**src/rtl/regfile_write_arbiter.sv**
```systemverilog
// Write-port arbiter for the 16 x 32-bit register file.
// Three writeback sources (ALU, load, special) share one registered write port
// under round-robin arbitration. A pending-write scoreboard tracks registers
// claimed at issue so the issue stage can detect read-after-write hazards.
module regfile_write_arbiter #(
   parameter int unsigned DATA_W = 32,
   parameter int unsigned ADDR_W = 4
) (
   input  logic                  clk,
   input  logic                  Reset,
   input  logic [2:0]            ReqValid,
   input  logic [3*ADDR_W-1:0]   ReqReg,
   input  logic [3*DATA_W-1:0]   ReqData,
   output logic [2:0]            ReqReady,
   input  logic                  Claim,
   input  logic [ADDR_W-1:0]     ClaimReg,
   output logic                  ClaimOk,
   input  logic [ADDR_W-1:0]     Read1,
   input  logic [ADDR_W-1:0]     Read2,
   input  logic [ADDR_W-1:0]     Read3,
   output logic                  Busy1,
   output logic                  Busy2,
   output logic                  Busy3,
   output logic [ADDR_W-1:0]     WriteReg,
   output logic [DATA_W-1:0]     Data,
   output logic                  WriteEnable
);

   localparam int unsigned NumSrc  = 3;
   localparam int unsigned NumRegs = 1 << ADDR_W;

   // Round-robin pointer, always in 0..2
   logic [1:0]             ptr_q, ptr_d;

   // Arbitration result
   logic [NumSrc-1:0]      grant;
   logic [1:0]             gsel;
   logic                   xfer;
   logic [2:0]             rr_idx;

   // Unpacked per-source request fields
   logic [ADDR_W-1:0]      src_reg  [NumSrc];
   logic [DATA_W-1:0]      src_data [NumSrc];
   logic [ADDR_W-1:0]      sel_reg;
   logic [DATA_W-1:0]      sel_data;

   // Pending-write scoreboard; bit 0 never set
   logic [NumRegs-1:0]     pend_q, pend_d;
   logic                   claim_ok;

   // Write stage towards the register file
   logic [ADDR_W-1:0]      wr_reg_q;
   logic [DATA_W-1:0]      wr_data_q;
   logic                   wr_en_q;

   // Hazard for one read port: claimed-but-unwritten, or write still in flight
   function automatic logic hazard(input logic [ADDR_W-1:0]  rd,
                                   input logic [NumRegs-1:0] pend,
                                   input logic               we,
                                   input logic [ADDR_W-1:0]  wreg);
      return (rd != '0) && (pend[rd] || (we && (wreg == rd)));
   endfunction

   // Split the packed request buses into per-source fields
   always_comb begin
      for (int i = 0; i < NumSrc; i++) begin
         src_reg[i]  = ReqReg[i*ADDR_W +: ADDR_W];
         src_data[i] = ReqData[i*DATA_W +: DATA_W];
      end
   end

   // Round-robin search starting at ptr_q; first valid source wins
   always_comb begin
      grant  = '0;
      gsel   = 2'd0;
      rr_idx = 3'd0;
      for (int k = 0; k < NumSrc; k++) begin
         rr_idx = {1'b0, ptr_q} + 3'(k);
         if (rr_idx >= 3'd3) begin
            rr_idx = rr_idx - 3'd3;
         end
         if ((grant == '0) && ReqValid[rr_idx[1:0]]) begin
            grant[rr_idx[1:0]] = 1'b1;
            gsel               = rr_idx[1:0];
         end
      end
   end

   assign xfer     = |grant;
   assign ReqReady = grant;

   // Mux the granted source onto the write path
   always_comb begin
      sel_reg  = src_reg[0];
      sel_data = src_data[0];
      case (gsel)
         2'd1: begin
            sel_reg  = src_reg[1];
            sel_data = src_data[1];
         end
         2'd2: begin
            sel_reg  = src_reg[2];
            sel_data = src_data[2];
         end
         default: begin
            sel_reg  = src_reg[0];
            sel_data = src_data[0];
         end
      endcase
   end

   // Pointer moves past the granted source; holds when idle
   always_comb begin
      ptr_d = ptr_q;
      if (xfer) begin
         ptr_d = (gsel == 2'd2) ? 2'd0 : gsel + 2'd1;
      end
   end

   assign claim_ok = (ClaimReg == '0) || !pend_q[ClaimReg];
   assign ClaimOk  = claim_ok;

   // Scoreboard update: commit clears, then a same-register claim overrides
   always_comb begin
      pend_d = pend_q;
      if (xfer) begin
         pend_d[sel_reg] = 1'b0;
      end
      if (Claim && claim_ok && (ClaimReg != '0)) begin
         pend_d[ClaimReg] = 1'b1;
      end
      pend_d[0] = 1'b0;
   end

   // Arbiter pointer and scoreboard state
   always_ff @(posedge clk or negedge Reset) begin
      if (!Reset) begin
         ptr_q  <= 2'd0;
         pend_q <= '0;
      end else begin
         ptr_q  <= ptr_d;
         pend_q <= pend_d;
      end
   end

   // Registered write port; writes to register 0 are accepted but dropped
   always_ff @(posedge clk or negedge Reset) begin
      if (!Reset) begin
         wr_en_q   <= 1'b0;
         wr_reg_q  <= '0;
         wr_data_q <= '0;
      end else if (xfer) begin
         wr_en_q   <= (sel_reg != '0);
         wr_reg_q  <= sel_reg;
         wr_data_q <= sel_data;
      end else begin
         wr_en_q   <= 1'b0;
      end
   end

   assign WriteEnable = wr_en_q;
   assign WriteReg    = wr_reg_q;
   assign Data        = wr_data_q;

   assign Busy1 = hazard(Read1, pend_q, wr_en_q, wr_reg_q);
   assign Busy2 = hazard(Read2, pend_q, wr_en_q, wr_reg_q);
   assign Busy3 = hazard(Read3, pend_q, wr_en_q, wr_reg_q);

endmodule

```
**config.mk**
```make
export PLATFORM = sky130hd
export DESIGN_NAME = regfile_write_arbiter
export DESIGN_NICKNAME = d
export VERILOG_FILES = /design/src/rtl/regfile_write_arbiter.sv
export SDC_FILE = /design/constraint.sdc
export NUM_CORES = 1
export LEC_CHECK = 0
export BUFFER_PORTS_ARGS = -buffer_cell sky130_fd_sc_hd__buf_2
export CELL_PAD_IN_SITES_DETAIL_PLACEMENT = 0
export CELL_PAD_IN_SITES_GLOBAL_PLACEMENT = 1
export CORE_ASPECT_RATIO = 0.7
export CORE_MARGIN = 2
export CORE_UTILIZATION = 30
export CTS_CLUSTER_DIAMETER = 40
export DETAILED_ROUTE_END_ITERATION = 16
export PLACE_DENSITY_LB_ADDON = 0.25
export SLEW_MARGIN = 20
export SYNTH_ARGS = -nofsm -noshare
export SYNTH_HDL_FRONTEND = slang
export SYNTH_SLANG_ARGS = --single-unit
```
**constraint.sdc**
```tcl
create_clock -name clk -period 9.87 [get_ports clk]
set_input_delay 0.4935 -clock clk [delete_from_list [all_inputs] [get_ports clk]]
set_output_delay 0.4935 -clock clk [all_outputs]
set_load 0.01 [all_outputs]
```
==> impl_metrics.toml <==
[run_status]
status = "finished, final reports clean"

[synth]
ys_ff_latch = 54
synth_edf_count = 0
synthTopCellsByCount = "nor2_1, a21oi_1, dfrtp_1"
ys_warn_count = 0
synth_top_area_frac = 0.322
synthCells = 449
synth_area_leaders = "dfrtp_1, mux2_4, a22oi_1"
syn-num-nets = 587
async_reset_ff_frac = 1.00
syn_area_sq_mm = 0.00419
post_synth.cell_area_avg_sq_um = 9.34
post-synth-top-count-cell = "nor2_1"
synth_ff_type = "dfrtp_1"
synth_area_leader_cell = "dfrtp_1"
seq_area_frac_synth = 0.322
yosys.cell_types.count = 50

[critical_path]
cp.arrival_ns = 4.31
cp_slowest_cell = "buf_4"
worstPathMaxFanout = 72
critPathKind = "register to register"
startpoint_type = "register"
crit_path_cell_trace = "inv_1, ha_1, mux2i_1, a2bb2oi_1, a21oi_1, nor2_2, and3_1, a22oi_1, ha_2, buf_4, nor2_1, a21oi_1, nand2b_1, nor3_1, a2bb2oi_1"
required_ns = 10.00
slowest_delay_ns = 0.52
end_kind = "register"

[job]
drv_cap = 0

[sta]
max_slew.worst_pin.slew_ns = 0.944
fmax_mhz = 239
period_share = 0.424
rsz0062_at_grt = "false"
post-route-min-period_ns = 4.18
setup_viol = 0
finClkSkew_ns = 0.00389
setup_slack_ns = 5.69
slew_headroom = 0.370
final-max-slew-violation-count = 0
finalHoldViolCount = 0
fin_setup_tns_ns = 0

[global_routing]
antenna_found_initial = 0
grt_usage = 0.175
grt_overflow = 0
grt_pass1_vias = 4057
grt_pass1_wl_microns = 20800
grt_max_degree = 73

[placed_design]
place_ws_ns = 5.68
place.gp.congestion = 0.869
portBuffers = 173
post_dp_cell_area_sq_mm = 0.00515
hpwl_microns = 10100

[clock_network]
clk_path_buf_depth = 2
clk_latency_ns = 0.29
clkTransAtPathRegs_ns = 0.07
cts_hold_buf = 0
cts.htree.levels = 2
cts_resized = 0
cts.sinks = 54
post_cts_buffers = 0
cts_tree = "built"
clock-root-buffer = "clkbuf_16"
cts_made_buffers = 5

[final_layout]
fin_nets = 734
seq_area_sq_mm = 0.00135
fin_util = 0.385
multiInputGateArea_sq_mm = 0.00264
diodes = 0
fillers = 1433
layout-drive-gt1-share = 0.412
area_delta_synth_final_pct = 26.5
final_cell_area_sq_mm = 0.00530

[pwr]
leakagePower_uw = 0.00249
p_per_area_mw_per_mm2 = 430
ir_drop_uv = 193

[routing]
drt-initial-drc-count = 103
first_pass_iters = 4
drcViolationCount = 0
routed-via-count = 3986
ant_nets = 0
drt-total-wl_microns = 13200
wl_per_cell_microns = 16.8
viasPerCell = 5.06

[die]
dieArea_sq_mm = 0.0149
fp.dieH_microns = 103
fp-row-count = 36
start_util = 0.304
chipWidth_microns = 145
design.core.area_sq_mm = 0.0138
io_pins = 174

[hold_path]
hp-class = "input pin to asynchronous set/reset pin"
state kept, by name (all words and copies together), names as in the netlist:
name and flops:
pend_q 15, WriteEnable 1, ptr_q 2, Data 32
WriteReg 4
routing by layer:
| metal | up-vias | share of wire | global-route usage |
|---|---|---|---|
| met5 | - | 0 | 0 |
| met4 | 0 | 0.013 | 0.0407 |
| met3 | 10 | 0.077 | 0.0465 |
| met2 | 133 | 0.45 | 0.293 |
| met1 | 1889 | 0.46 | 0.230 |
| li1 | 1954 | - | - |
worst max-delay path, delay by kind of cell, from the launching register on:
| kind | cells | cell delay, ns |
|---|---|---|
| simple gates | 5 | 1.03 |
| mux | 1 | 0.28 |
| buf+inv | 2 | 0.61 |
| flops | 1 | 0.41 |
| fa+ha+maj | 2 | 0.75 |
| compound gates | 5 | 0.92 |
cells in the final DEF (no fill, tap or decap), types with 9 or more instances in the layout:
| master | instances |
|---|---|
| mux4_2 | 11 |
| nor3_1 | 21 |
| a21oi_1 | 54 |
| mux2_4 | 33 |
| nand2_1 | 20 |
| dfrtp_1 | 54 |
| buf_2 | 173 |
| mux2_2 | 9 |
| o21ai_0 | 10 |
| nor2_1 | 60 |
| a22oi_1 | 37 |
logic make-up after synthesis:
group	share of synthesized area
muxes	0.218
buffers and inverters	0.0496
and+or+nand+nor	0.170
DFF	0.322
adders and majority gates	0.0239
AOI/OAI and AO/OA	0.193
xor gates and xnor gates	0.0230
cell type report:
cell class	instances	area share
Clock buffer	6	0.0262
Clock inverter	2	0.00307
Inverter	7	0.00496
Multi-Input combinational cell	351	0.497
Sequential cell	54	0.255
Tap cell	190	0.0448
Timing Repair Buffer	177	0.169
report_power, final:
| part | internal [uW] | switching [uW] | leakage (uW) |
|---|---|---|---|
| clock network | 102 | 83.4 | 0.0000735 |
| logic | 809 | 810 | 0.00177 |
| registers | 350 | 122 | 0.000648 |
| total | 1260 | 1020 | 0.00249 |
worst paths after layout:
| kind | from | end | slack [ns] | cells past startpoint |
|---|---|---|---|---|
| hold reg to reg | Data[30]$_DFFE_PN0N_ | Data[30]$_DFFE_PN0N_ | 0.51 | 1 |
| setup reg to reg | ptr_q[0]$_DFFE_PN0N_ | pend_q[10]$_DFF_PN0_ | 5.69 | 15 |
| hold / removal | Reset | pend_q[9]$_DFF_PN0_ | 0.32 | 2 |
| min in group clk | Data[30]$_DFFE_PN0N_ | Data[30]$_DFFE_PN0N_ | 0.51 | 1 |
| setup / recovery | ptr_q[0]$_DFFE_PN0N_ | pend_q[10]$_DFF_PN0_ | 5.69 | 15 |
| max in group asynchronous | Reset | Data[14]$_DFFE_PN0N_ | 9.08 | 2 |
metrics by stage:
step | total power, uW | cells | hold slack (ns)
detailed placement | 2110 | 779 | 0.488
global route | 2470 | 787 | 0.414
floorplan | 1730 | 449 | 0.198
global placement | 2080 | 779 | 0.489
finish | 2280 | 787 | 0.324
CTS | 2300 | 787 | 0.372
Note: power is estimated with default switching activity, not from simulation.
